==> src/rtl/elementwise_mult_sched.sv <==
// elementwise_mult_sched: round-robin share of one NxN multiplier between two vector requesters
module elementwise_mult_sched #(
    parameter int N   = 8,
    parameter int LEN = 4
) (
    input  logic                 clk,
    input  logic                 rst_n,
    input  logic [1:0]           req_valid,
    input  logic [LEN*N-1:0]     req0_a,
    input  logic [LEN*N-1:0]     req0_b,
    input  logic [LEN*N-1:0]     req1_a,
    input  logic [LEN*N-1:0]     req1_b,
    output logic [1:0]           req_ack,
    output logic                 busy,
    output logic                 mult_pulse,
    output logic [LEN*2*N-1:0]   result,
    output logic                 result_valid,
    output logic                 result_id,
    output logic [7:0]           job_cycles
);
    localparam int IW = $clog2(LEN);
    typedef enum logic [1:0] {IDLE, LOAD, MULT, DONE} state_t;
    state_t state, state_nx;
    logic [IW-1:0] idx;
    logic grant, last_grant, pick, last;
    logic [LEN*N-1:0] a_reg, b_reg;
    logic [LEN*2*N-1:0] acc, acc_nx;
    logic [N-1:0] ae, be;
    logic [2*N-1:0] prod;
    logic [7:0] cyc;
    // Arbitration, next state, handshake outputs and the current element product
    always_comb begin
        pick = (req_valid == 2'b11) ? ~last_grant : req_valid[1];
        last = (idx == IW'(LEN - 1));
        state_nx = state;
        case (state)
            IDLE: state_nx = |req_valid ? LOAD : IDLE;
            LOAD: state_nx = MULT;
            MULT: state_nx = last ? DONE : MULT;
            DONE: state_nx = IDLE;
        endcase
        busy = (state != IDLE);
        mult_pulse = (state == MULT);
        result_valid = (state == DONE);
        req_ack = (state == LOAD) ? {grant, ~grant} : 2'b00;
        ae = a_reg[idx*N +: N];
        be = b_reg[idx*N +: N];
        prod = {{N{1'b0}}, ae} * {{N{1'b0}}, be};
        acc_nx = acc;
        acc_nx[idx*2*N +: 2*N] = prod;
    end
    // State register
    always_ff @(posedge clk) begin
        if (!rst_n) state <= IDLE;
        else state <= state_nx;
    end
    // Grant bookkeeping, operand capture, per-element products and the held job outputs
    always_ff @(posedge clk) begin
        if (!rst_n) begin
            grant <= 1'b0;
            last_grant <= 1'b1;
            a_reg <= '0;
            b_reg <= '0;
            acc <= '0;
            idx <= '0;
            cyc <= '0;
            result <= '0;
            result_id <= 1'b0;
            job_cycles <= '0;
        end else begin
            if (state == IDLE && |req_valid) begin
                grant <= pick;
                last_grant <= pick;
            end
            if (state == LOAD) begin
                a_reg <= grant ? req1_a : req0_a;
                b_reg <= grant ? req1_b : req0_b;
                idx <= '0;
                cyc <= 8'd1;
            end
            if (state == MULT) begin
                acc <= acc_nx;
                idx <= last ? '0 : idx + IW'(1);
                cyc <= cyc + 8'd1;
                if (last) begin
                    result <= acc_nx;
                    result_id <= grant;
                    job_cycles <= cyc + 8'd2;
                end
            end
        end
    end
endmodule
==> config.mk <==
export PLATFORM = sky130hd
export DESIGN_NAME = elementwise_mult_sched
export DESIGN_NICKNAME = d
export VERILOG_FILES = /design/src/rtl/elementwise_mult_sched.sv
export SDC_FILE = /design/constraint.sdc
export NUM_CORES = 1
export LEC_CHECK = 0
export ABC_CLOCK_PERIOD_IN_PS = 5560
export BUFFER_PORTS_ARGS = -buffer_cell sky130_fd_sc_hd__buf_2
export CAP_MARGIN = 20
export CORE_UTILIZATION = 51
export CTS_CLUSTER_DIAMETER = 30
export CTS_CLUSTER_SIZE = 24
export DETAILED_ROUTE_END_ITERATION = 10
export PLACE_DENSITY = 0.81
export SYNTH_ARGS = -nofsm -noshare
export SYNTH_HDL_FRONTEND = slang
export SYNTH_SLANG_ARGS = --single-unit
export TNS_END_PERCENT = 5
==> constraint.sdc <==
create_clock -name clk -period 5.56 [get_ports clk]
set_input_delay 0.834 -clock clk [delete_from_list [all_inputs] [get_ports clk]]
set_output_delay 0.834 -clock clk [all_outputs]
set_load 0.01 [all_outputs]
==> results.toml <==
[timing]
finalClockSkew_ns = 0.0280
final-hold-violation-count = 0
tns_ns = 0
finalCriticalPeriod_ns = 5.44
fmax_ghz = 0.184
setup_viol = 0
maxSlewHeadroom_pct = 16.2
rsz0062_at_grt = "true"
slew_viol_final = 0
period_share_pct = 97.8
tightestPinTransition_ns = 1.25
worst_slack_ns = 0.125

[synth]
yosysTopAreaCell = "dfxtp_1"
synth_edf_count = 0
synth.avg_cell_area_sq_um = 9.31
synthArstFlopShare_pct = 0
netlist_top_cells_area = "dfxtp_1, a211oi_1, fa_1"
syn_nets = 1436
ys_types = 56
synth_warnings = 0
synthFlopType = "dfxtp_1"
synth-seq-cells = 215
synth_seq_area_share_pct = 37.9
netlist_instances = 1220
ys_top_cells_by_count = "dfxtp_1, nor2_1, a211oi_1"
synth_top_cell_area_share_pct = 37.9
yosysMostFrequentCell = "dfxtp_1"
synth_area_sq_mm = 0.0114

[route]
wl_per_cell_um = 18.0
wl_met3_mm = 2.26
drc = 0
wl_mm = 31.1
vias_per_cell = 5.88
wl_met1_mm = 12.9
dr_total_vias = 10200
dr.pass1.iters = 5
drt_iter0_markers = 798
dr_wl_met2_mm = 15.0
highest_layer = "met4"
antenna_left = 0

[final_layout]
finish.instance_area_sq_mm = 0.0142
drive_gt1_share_pct = 24.8
antenna_cells = 0
nNetsFinal = 1631
area_delta_synth_final_pct = 25.0
top_regs = "acc: 64 flops, result: 64 flops"
fillers = 1715

[global_route]
grt_pass1_wl_mm = 48.5
grt_overflow = 0
grt_start_max_net_pins = 123
antenna_found_initial = 0
grt_pass1_vias = 9709
grtUsageTotal_pct = 26.9

[placement]
port_buffers = 209
pre_cts_ws_ns = 0.00530
hpwl_mm = 20.9
gp_congestion = 0.847
dpl_cell_area_sq_mm = 0.0127

[critical_path]
r2r_setup_slack_ns = 0.12
r2r_end = "result[29]"
critPathCaptureType = "register"
reg2reg_depth = 18
r2r-start = "idx[0]"
required_ns = 5.96
path_class = "reg2reg"
crit_path_start_kind = "register"
arrival_ns = 5.83
crit_fanout = 12

[floorplan]
die_h_um = 151
ios = 210
rows = 54
coreArea_sq_mm = 0.0218
start_util_pct = 52.0
die_w_um = 151
dieArea_sq_mm = 0.0229

[power]
ir_drop_mv = 0.227
p_per_area_mw_per_mm2 = 388
p_total_mw = 5.50
leakage_nw = 5.99

[cts]
cts_tree = "built"
hold_buffers = 0
clockBufferDepth = 3
numCtsBuffers = 43
clock_sinks = 215
htree_levels = 2
ctsRootBufferMaster = "clkbuf_16"
insertion_delay_ns = 0.54
clk_pin_slew_worst_paths_ns = 0.05

[hold_path]
worstHoldStart = "job_cycles[2]"
hold_end = "job_cycles[2]"
min_path_type = "reg2reg"
holdPathStages = 2

[status]
outcome = "finished, final reports clean"

[job]
maxCapViolations = 0
timing repair:
| item | 4_1_cts | 5_1_grt |
|---|---|---|
| buffers inserted | 0 | 5 |
| setup endpoints to repair | 0 | 46 |
| gates resized for setup | 0 | 16 |
through the flow:
| step | std cells | util, % | hold WS (ns) |
|---|---|---|---|
| after floorplan | 1220 | - | 0.435 |
| after global placement | 1644 | 58.0 | 0.442 |
| after detailed placement | 1644 | 58.0 | 0.447 |
| after CTS | 1723 | 64.4 | 0.454 |
| after global routing | 1729 | 65.0 | 0.479 |
| final | 1729 | 65.0 | 0.453 |
per-layer routing:
metal | up-vias | global-route usage [%]
met3 | 83 | 5.45
met5 | - | 0
met1 | 4802 | 33.8
li1 | 4831 | -
met4 | 0 | 10.4
met2 | 457 | 45.2
area by class of cell:
class	count	area, sq um	share of cell area [%]
inverters	61	231	1.63
repair buffers	238	1310	9.20
clock buffers	48	1100	7.78
clock inverters	31	307	2.16
well taps	280	350	2.47
multi-input cells	856	6590	46.4
flip-flops and latches	215	4310	30.4
power breakdown:
| group | switching (mW) | total (mW) | internal, mW |
|---|---|---|---|
| registers | 0.137 | 1.84 | 1.71 |
| clock network | 0.892 | 2.48 | 1.59 |
| logic | 0.704 | 1.18 | 0.472 |
worst max-delay path, cell delays in order (launching register included):
cell       delay, ns
dfxtp_2         0.36
buf_12          0.16
mux4_2          0.61
and2_4          0.21
fa_1            0.54
fa_1            0.45
fa_1            0.56
inv_1           0.06
fa_1            0.52
inv_1           0.04
ha_1            0.33
and3_1          0.19
a221oi_4        0.30
buf_6           0.16
a31o_2          0.17
xor2_1          0.14
buf_4           0.18
a2bb2oi_1       0.21
a21oi_1         0.10
how the worst max path moves through the flow:
| stage | startpoint | to |
|---|---|---|
| after global routing | idx[0] | result[29] |
| after floorplan | idx[1] | acc[12] |
| after detailed placement | idx[0] | acc[12] |
| final | idx[0] | result[29] |
| after CTS | idx[0] | acc[12] |
| after global placement | idx[0] | acc[12] |
cells in the final DEF (no fill, tap or decap), drive strengths merged, types with 9 or more instances in the layout:
cell type / n
clkinv: 21
mux2i: 65
nand3: 17
a2bb2oi: 10
and2: 56
nor3: 9
clkbuf: 48
inv: 63
mux4: 16
nand2: 47
ha: 48
o31ai: 9
fa: 36
a221oi: 13
a211oi: 136
dfxtp: 215
buf: 238
a22oi: 36
o21ai: 46
a21oi: 53
nor2: 163
logic make-up after synthesis:
kind of cell,share of synthesized area (%)
AO/OA/AOI/OAI,22.1
AND/OR/NAND/NOR,13.3
flip-flops,37.9
buffers and inverters,5.01
adder cells (fa/ha/maj),11.6
multiplexers,9.00
XOR/XNOR,1.00
Note: power is estimated with default switching activity, not from simulation.
